File: src/rtl/sync_fifo_pkg.sv
// Shared definitions for the single-clock FIFO family: read-mode selectors and
// parameter sanity helpers used at elaboration time.
package sync_fifo_pkg;

    localparam int FIFO_MODE_STD  = 0;
    localparam int FIFO_MODE_FWFT = 1;

    function automatic bit is_pow2(input int value);
        return (value > 0) && ((value & (value - 1)) == 0);
    endfunction

    function automatic bit thresholds_ok(input int depth, input int af, input int ae);
        return (af >= 1) && (af <= depth) && (ae >= 0) && (ae <= depth - 1);
    endfunction

endpackage

File: src/rtl/sync_fifo_ram.sv
// Storage array for the FIFO: synchronous write port, asynchronous read port.
module sync_fifo_ram #(
    parameter int DATA_WIDTH = 8,
    parameter int DATA_DEPTH = 8,
    parameter int AW         = $clog2(DATA_DEPTH)
) (
    input  logic                  clk,
    input  logic                  wr_en,
    input  logic [AW-1:0]         wr_addr,
    input  logic [DATA_WIDTH-1:0] wr_data,
    input  logic [AW-1:0]         rd_addr,
    output logic [DATA_WIDTH-1:0] rd_data
);

    logic [DATA_WIDTH-1:0] mem [DATA_DEPTH];

    // Contents are intentionally not reset; occupancy tracking makes stale words unreachable.
    always_ff @(posedge clk) begin
        if (wr_en) begin
            mem[wr_addr] <= wr_data;
        end
    end

    assign rd_data = mem[rd_addr];

endmodule

File: src/rtl/sync_fifo_th.sv
// Single-clock FIFO with standard or first-word-fall-through read, occupancy
// thresholds, and overflow/underflow pulses backed by sticky error flags.
module sync_fifo_th
    import sync_fifo_pkg::*;
#(
    parameter int DATA_WIDTH = 8,
    parameter int DATA_DEPTH = 8,
    parameter int FWFT       = 0,
    parameter int AF_THRESH  = 6,
    parameter int AE_THRESH  = 1
) (
    input  logic                          clk,
    input  logic                          rst,
    input  logic                          wr_en,
    input  logic [DATA_WIDTH-1:0]         data_in,
    input  logic                          rd_en,
    input  logic                          err_clr,
    output logic [DATA_WIDTH-1:0]         data_out,
    output logic                          empty,
    output logic                          full,
    output logic                          almost_empty,
    output logic                          almost_full,
    output logic [$clog2(DATA_DEPTH):0]   fifo_cnt,
    output logic                          overflow,
    output logic                          underflow,
    output logic                          overflow_err,
    output logic                          underflow_err
);

    localparam int AW = $clog2(DATA_DEPTH);
    localparam logic [AW:0] DEPTH_CNT = (AW + 1)'(DATA_DEPTH);
    localparam logic [AW:0] AF_CNT    = (AW + 1)'(AF_THRESH);
    localparam logic [AW:0] AE_CNT    = (AW + 1)'(AE_THRESH);

    if (!is_pow2(DATA_DEPTH) || (DATA_DEPTH < 2)) begin : g_bad_depth
        $error("sync_fifo_th: DATA_DEPTH must be a power of two and at least 2");
    end

    if (!thresholds_ok(DATA_DEPTH, AF_THRESH, AE_THRESH)) begin : g_bad_thresh
        $error("sync_fifo_th: AF_THRESH or AE_THRESH out of range");
    end

    if ((FWFT != FIFO_MODE_STD) && (FWFT != FIFO_MODE_FWFT)) begin : g_bad_mode
        $error("sync_fifo_th: FWFT must be 0 or 1");
    end

    logic [AW-1:0]         wr_ptr;
    logic [AW-1:0]         rd_ptr;
    logic [AW:0]           cnt_next;
    logic                  wr_fire;
    logic                  rd_fire;
    logic                  wr_reject;
    logic                  rd_reject;
    logic [DATA_WIDTH-1:0] ram_rd_data;

    // Acceptance is decided on the registered flags so a full FIFO can still
    // take a read and refuse the coincident write in the same cycle.
    assign wr_fire   = wr_en & ~full;
    assign rd_fire   = rd_en & ~empty;
    assign wr_reject = wr_en & full;
    assign rd_reject = rd_en & empty;

    sync_fifo_ram #(
        .DATA_WIDTH (DATA_WIDTH),
        .DATA_DEPTH (DATA_DEPTH),
        .AW         (AW)
    ) u_ram (
        .clk     (clk),
        .wr_en   (wr_fire),
        .wr_addr (wr_ptr),
        .wr_data (data_in),
        .rd_addr (rd_ptr),
        .rd_data (ram_rd_data)
    );

    always_comb begin
        cnt_next = fifo_cnt;
        if (wr_fire && !rd_fire) begin
            cnt_next = fifo_cnt + 1'b1;
        end else if (rd_fire && !wr_fire) begin
            cnt_next = fifo_cnt - 1'b1;
        end
    end

    // Pointers wrap naturally because the depth is a power of two.
    always_ff @(posedge clk) begin
        if (rst) begin
            wr_ptr <= '0;
            rd_ptr <= '0;
        end else begin
            if (wr_fire) begin
                wr_ptr <= wr_ptr + 1'b1;
            end
            if (rd_fire) begin
                rd_ptr <= rd_ptr + 1'b1;
            end
        end
    end

    always_ff @(posedge clk) begin
        if (rst) begin
            fifo_cnt <= '0;
            empty    <= 1'b1;
            full     <= 1'b0;
        end else begin
            fifo_cnt <= cnt_next;
            empty    <= (cnt_next == '0);
            full     <= (cnt_next == DEPTH_CNT);
        end
    end

    assign almost_full  = (fifo_cnt >= AF_CNT);
    assign almost_empty = (fifo_cnt <= AE_CNT);

    // A new rejection takes priority over a coincident clear so no event is lost.
    always_ff @(posedge clk) begin
        if (rst) begin
            overflow      <= 1'b0;
            underflow     <= 1'b0;
            overflow_err  <= 1'b0;
            underflow_err <= 1'b0;
        end else begin
            overflow  <= wr_reject;
            underflow <= rd_reject;
            if (wr_reject) begin
                overflow_err <= 1'b1;
            end else if (err_clr) begin
                overflow_err <= 1'b0;
            end
            if (rd_reject) begin
                underflow_err <= 1'b1;
            end else if (err_clr) begin
                underflow_err <= 1'b0;
            end
        end
    end

    if (FWFT == FIFO_MODE_FWFT) begin : g_fwft
        // Head word is shown directly; forced to zero while empty so stale memory never leaks out.
        assign data_out = empty ? '0 : ram_rd_data;
    end else begin : g_std
        logic [DATA_WIDTH-1:0] dout_q;

        always_ff @(posedge clk) begin
            if (rst) begin
                dout_q <= '0;
            end else if (rd_fire) begin
                dout_q <= ram_rd_data;
            end
        end

        assign data_out = dout_q;
    end

endmodule

File: config.mk
export PLATFORM = sky130hd
export DESIGN_NAME = sync_fifo_th
export DESIGN_NICKNAME = d
export VERILOG_FILES = /design/src/rtl/sync_fifo_pkg.sv /design/src/rtl/sync_fifo_ram.sv /design/src/rtl/sync_fifo_th.sv
export SDC_FILE = /design/constraint.sdc
export NUM_CORES = 1
export LEC_CHECK = 0
export CAP_MARGIN = 20
export CORE_UTILIZATION = 56
export CTS_CLUSTER_SIZE = 14
export DETAILED_ROUTE_END_ITERATION = 8
export GPL_TIMING_DRIVEN = 0
export PLACE_DENSITY_LB_ADDON = 0.08
export RECOVER_POWER = 50
export SETUP_SLACK_MARGIN = 0.2
export SLEW_MARGIN = 20
export SYNTH_ARGS = -nofsm -noshare
export SYNTH_HDL_FRONTEND = slang
export SYNTH_SLANG_ARGS = --single-unit
File: constraint.sdc
create_clock -name clk -period 2.5 [get_ports clk]
set_input_delay 0.5 -clock clk [delete_from_list [all_inputs] [get_ports clk]]
set_output_delay 0.5 -clock clk [all_outputs]
set_load 0.01 [all_outputs]
==> out/results.ini, run 1 <==
[sta]
setup_viol=0
fin_ws_ns=0.229
rsz0062_at_grt=false
slew_viol_final=0
tightest_slew_ns=0.942
fin_crit_sh_pct=90.8
fin_crit_ns=2.27
maxSlewHeadroom_pct=36.6
timing.fmax_mhz=440
clock_skew_ns=0.00758
hold_violations=0

[pwr]
ir_drop_mv=0.522
power_density_nw_per_um2=815
power.leakage_uw=0.00147

[place]
port_buffers=32
post-place-ws_ns=-0.0469
place_congestion=0.786
dp_hpwl_um=4170
placed_cells=327

[critical_path]
crit_slowest_cell=nor4_1
cpMostUsedCell=buf_4
crit_arrival_ns=2.33
crit_path_end_kind=flip-flop
startpoint_type=input pin
path_class=in2reg
max_stage_delay_ns=0.72
rr_worst_depth=4
crit_fanout=9
cp_cell_sequence=dlygate4sd3_1, nand2b_1, buf_4, nor4_1, buf_4
crit_required_ns=2.56

[cts]
cts_max_path_buffers=2
cts_sinks=88
htreeDepth=3
clkTransAtPathRegs_ns=0.09
cts_buffers=9
cts_tree=done
insertion_delay_ns=0.35
clockRootBuffer=clkbuf_8

[detailed_routing]
drt-pass1-iter-count=4
wire_per_inst_um=17.6
antenna_left=0
routed_via_density=5.70
routed_wl_um=6040
drc=0
vias=1955
drtIter0Drc=87

[global_route]
grt_pass1_vias=1821
overflow=0
grt_start_max_net_pins=17
antenna_found_initial=0
grt_first_pass_wirelength_um=9370
grtUsageTotal_pct=20.8

[yosys]
ys_warn_count=0
ys_top_cells_by_area=edfxtp_1 (54%), dfxtp_1 (14%), mux4_2 (5.7%)
syn_inst=219
synth_edf_count=64
synth_area_um2=3540
yosysSeqAreaShare_pct=67.8
avgSynthCellArea_um2=16.2
yosysTopAreaCellShare_pct=54.3
yosys.area.top_type=edfxtp_1
syn_nets=238
synth.distinct_cells=36
async_flop_share_pct=0
synth-seq-cells=88
yosys_most_used_dff=edfxtp_1

[cells_and_area]
nNetsFinal=282
drive_gt1_share_pct=17.2
insertedDiodeCount=0
areaGrowthSynthToFinish_pct=18.1
final_cells=343

[floorplanning]
die_h_um=81.5
ios=33
die_x_um=81.5
fp-row-count=28
start_util_pct=58.8
dieArea_um2=6640
core_um2=6030

[min_path]
holdPathStages=1
hold_class=reg2reg

[status]
outcome=finished, final reports clean

[job]
drv_cap=0

-- flip-flops by register name, indices dropped and copies added, names as in the netlist --
name           cells
fifo_cnt           4
rd_ptr             3
wr_ptr             3
u_ram.mem         64
data_out           8
underflow          1
underflow_err      1
full               1
overflow           1
empty              1
overflow_err       1
-- cells in the mapped netlist, drive strengths merged, types with 3 or more instances --
cell type	number
nor2	15
xor2	3
nor3	6
dfxtp	24
ha	6
a211oi	4
edfxtp	64
mux2i	8
nand2b	6
nor4	3
o21ai	11
buf	9
mux4	16
xnor2	4
nand2	11
inv	4
a21oi	11
-- through the flow --
step	hold slack, ns	instance area (um^2)	TNS [ns]	util, %	total power [uW]
2_1_floorplan	0.497	3540	0	-	2200
3_3_place_gp	0.435	3960	-14.00	65.6	2460
3_5_place_dp	0.442	3990	-0.637	66.2	2480
4_1_cts	0.463	4190	0	69.6	3450
5_1_grt	0.500	4180	0	69.4	3570
6_report	0.456	4180	0	69.4	3410
-- cell families after synthesis --
logic type / Yosys count / share of synthesized area, %
multiplexers: 24 / 13.2
adder cells (fa/ha/maj): 6 / 2.12
AO/OA/AOI/OAI: 30 / 5.02
buffers and inverters: 15 / 2.76
flip-flops: 88 / 67.8
AND/OR/NAND/NOR: 49 / 7.35
XOR/XNOR: 7 / 1.73
-- power by group --
group	leakage, uW	switching, uW	internal (uW)	total [uW]
clock	0.000101	515	472	987
sequential	0.000779	73.0	1670	1740
combinational	0.000588	333	349	683
total	0.00147	922	2490	3410
-- cells in the final DEF (no fill, tap or decap), types with 5 or more instances in the layout --
cell,synthesis,routed
edfxtp_1,64,64
dfxtp_1,24,22
dlygate4sd3_1,0,18
nor2_1,15,15
clkdlybuf4s50_1,0,12
a21oi_1,11,11
nand2_1,10,10
o21ai_0,9,9
mux4_2,9,9
clkbuf_8,0,9
mux2i_1,8,8
mux4_1,7,7
nand2b_1,6,6
ha_1,6,6
nor3_2,1,5
-- area by class of cell --
type	instances	area, um^2
Clock buffer	9	124
Sequential cell	88	2410
Tap cell	75	93.8
Multi-Input combinational cell	116	1050
Fill cell	423	1840
Buffer	11	81.3
Timing Repair Buffer	33	329
Inverter	4	15.0
Clock inverter	7	77.6
-- worst paths after layout --
check	start	endpoint	slack [ns]
worst min-delay path	overflow_err	overflow_err	0.46
worst max register to register	full	u_ram.mem[0][1]	0.51
worst max-delay path	wr_en	u_ram.mem[0][1]	0.23
worst min register to register	overflow_err	overflow_err	0.46
-- worst max-delay path: cells and delay by family --
| family | cells | cell delay [ns] |
|---|---|---|
| and+or+nand+nor | 2 | 0.79 |
| buffers and inverters | 3 | 1.04 |
-- repair_timing --
action,4_1_cts,5_1_grt
buffers inserted,0,0
setup endpoints to repair,2,1
pin swaps,0,0
hold buffers,0,0
resized for setup,3,2
-- metal layers --
layer | share of wire [%] | vias to the layer above | global-route usage, %
li1 | - | 929 | -
met1 | 45 | 962 | 25.9
met2 | 49 | 56 | 34.4
met3 | 4.5 | 8 | 6.33
met4 | 1.3 | 0 | 7.50
met5 | 0 | - | 0
No activity file was read; power rests on OpenSTA's default activity.
==> run 2, diff against run 1 <==
--- a/config.mk
+++ b/config.mk
@@ -6,11 +6,12 @@
 export NUM_CORES = 1
 export LEC_CHECK = 0
 export CAP_MARGIN = 20
+export CORE_MARGIN = 2
 export CORE_UTILIZATION = 56
 export CTS_CLUSTER_SIZE = 14
 export DETAILED_ROUTE_END_ITERATION = 8
 export GPL_TIMING_DRIVEN = 0
-export PLACE_DENSITY_LB_ADDON = 0.08
+export PLACE_DENSITY = 0.84
 export RECOVER_POWER = 50
 export SETUP_SLACK_MARGIN = 0.2
 export SLEW_MARGIN = 20
==> run 2 against run 1 <==
Compared with the run above:
- sequential cell count did not move
- setup slack improved by 0.11 ns
- first-iteration DRC count rose by 92%
- sequential share of layout area rose by 0.45 points
- global-route usage fell by 1.0 points
- combinational power rose by 1%
- power fell by 4.9%
- count of clock-buffer cells in the layout rose by 3
- wire length rose by 6.0%
- final area fell by 0.78%
- highest routed layer unchanged
==> out/results.ini, run 2 (synthesis gave the netlist of run 1 again) <==
[sta]
timing.fmax_mhz=462  ; +5.0%
rsz0062_at_grt=false
fin_ws_ns=0.337  ; +0.108 ns
clock_skew_ns=0.00771  ; +0.000123 ns
fin_crit_sh_pct=86.5  ; -4.3 points
hold_violations=0  ; unchanged
maxSlewHeadroom_pct=42.7  ; +6.1 points
worst_hold_slack_ns=0.449  ; -0.00641 ns
slew_viol_final=0  ; unchanged
fin_crit_ns=2.16  ; -0.108 ns
setup_viol=0  ; unchanged
tightest_slew_ns=0.855  ; -0.0877 ns

[cells_and_area]
insertedDiodeCount=0  ; unchanged
mostFrequentLayoutCells=edfxtp_1 (64), dfxtp_1 (22), dlygate4sd3_1 (21)
final_common_cell=edfxtp_1
largest_reg_flops=64  ; unchanged
areaGrowthSynthToFinish_pct=17.2
nNetsFinal=282  ; unchanged
final_core_util_pct=68.9  ; -0.54 points
drive_gt1_share_pct=16.4  ; -0.75 points
top_register=u_ram.mem

[pwr]
ir_drop_mv=0.552  ; +5.8%
power.leakage_uw=0.00146  ; -0.57%
power_density_nw_per_um2=781  ; -4.2%
finalPower_uw=3240  ; -4.9%

[floorplanning]
ios=33  ; unchanged
die_x_um=83.5  ; +2.5%
core_um2=6030  ; unchanged
die_h_um=83.5  ; +2.5%
dieArea_um2=6970  ; +5.0%
start_util_pct=58.8  ; unchanged
fp-row-count=28  ; unchanged

[cts]
htreeDepth=3  ; unchanged
clkTransAtPathRegs_ns=0.08  ; about the same
clockRootBuffer=clkbuf_8
insertion_delay_ns=0.35  ; about the same
cts_buffers=9  ; unchanged
cts_sinks=88  ; unchanged
cts_max_path_buffers=2  ; unchanged
cts_tree=done

[critical_path]
crit_start=wr_en
cp_cell_sequence=clkdlybuf4s50_1, nor2b_4, buf_6, nand2_1, nor2_1
crit_path_end_kind=flip-flop
r2r-end=u_ram.mem[5][1]
max_stage_delay_ns=0.70  ; -0.02 ns
crit_fanout=8  ; -1
path_class=in2reg
critPathBufInv=2  ; -1
rr_worst_depth=4  ; unchanged
crit_required_ns=2.47  ; -0.09 ns
critPathTopFamily=simple AND/OR/NAND/NOR gates
rrSetupSlack_ns=0.69  ; +0.18 ns
crit_slowest_cell=nor2_1
crit_arrival_ns=2.14  ; -0.19 ns
startpoint_type=input pin
r2r-start=full

[place]
place_congestion=0.831  ; +5.6%
post-place-ws_ns=-0.0360  ; +0.0109 ns
dp_hpwl_um=4230  ; +1.2%
port_buffers=32  ; unchanged

[detailed_routing]
drt-pass1-iter-count=4  ; unchanged
routed_via_density=5.72  ; +0.31%
routed_wl_um=6400  ; +6.0%
antenna_left=0  ; unchanged
wire_per_inst_um=18.7  ; +6.0%
drtIter0Drc=167  ; +92%
vias=1961  ; +0.31%
drc=0  ; unchanged

[min_path]
hold_class=reg2reg
holdPathStages=1  ; unchanged
holdPathEnd=overflow_err
hp-start=overflow_err

[global_route]
overflow=0  ; unchanged
antenna_found_initial=0  ; unchanged
grt_first_pass_wirelength_um=10300  ; +9.4%
grt_pass1_vias=1984  ; +9.0%
grtUsageTotal_pct=19.8  ; -1.0 points
grt_start_max_net_pins=14  ; -3

[status]
outcome=finished, final reports clean

[job]
drv_cap=0  ; unchanged

## run 2: cell types whose count changed in the layout (fill, tap and decap cells not counted), sizes merged
cell	delta
bufinv	-1
clkbuf	+3
clkdlybuf4s50	-3
clkinv	+1
dlygate4sd3	+3
inv	-3
## run 2: stage by stage
step / instance area, um^2 / std cells / TNS (ns)
final: 4150 / 343 / 0
after global routing: 4150 / 343 / 0
after CTS: 4150 / 343 / 0
after detailed placement: 3990 / 327 / -0.341
after global placement: 3960 / 326 / -13.85
after floorplan: 3540 / 219 / 0
## run 2: power by group
| group | internal (uW) | total, uW | switching [uW] |
|---|---|---|---|
| Combinational | 349 | 691 | 341 |
| Clock | 355 | 809 | 453 |
| Sequential | 1670 | 1740 | 75.6 |
| Total | 2370 | 3240 | 870 |
## run 2: area by class of cell
class / count / area, um^2
multi-input cells: 116 / 1070
flip-flops and latches: 88 / 2410
clock buffers: 12 / 135
fillers: 423 / 1880
plain buffers: 11 / 81.3
clock inverters: 4 / 21.3
inverters: 4 / 15.0
well taps: 75 / 93.8
repair buffers: 33 / 329
## run 2: repair_timing
item,4_1_cts,5_1_grt
hold buffers,0,0
cloned,0,0
gates resized for setup,3,2
buffers inserted,0,0
endpoints found under the setup margin,2,1
## run 2: layer usage
metal  vias up  track usage [%]  share of wire [%]
li1        936                -                  -
met1       950             25.8                 42
met2        67             31.7                 49
met3         8             5.64                7.6
met4         0             7.62                1.1
met5         -                0                  0
## run 2: worst max path at each step
stage                      endpoint  slack [ns]  cells after the start
floorplan           u_ram.mem[0][0]        0.59                      3
global placement    u_ram.mem[0][5]       -0.64                      4
detailed placement  u_ram.mem[6][4]       -0.04                      5
CTS                     almost_full        0.19                      5
global route        u_ram.mem[5][1]        0.24                      5
finish              u_ram.mem[5][1]        0.34                      5
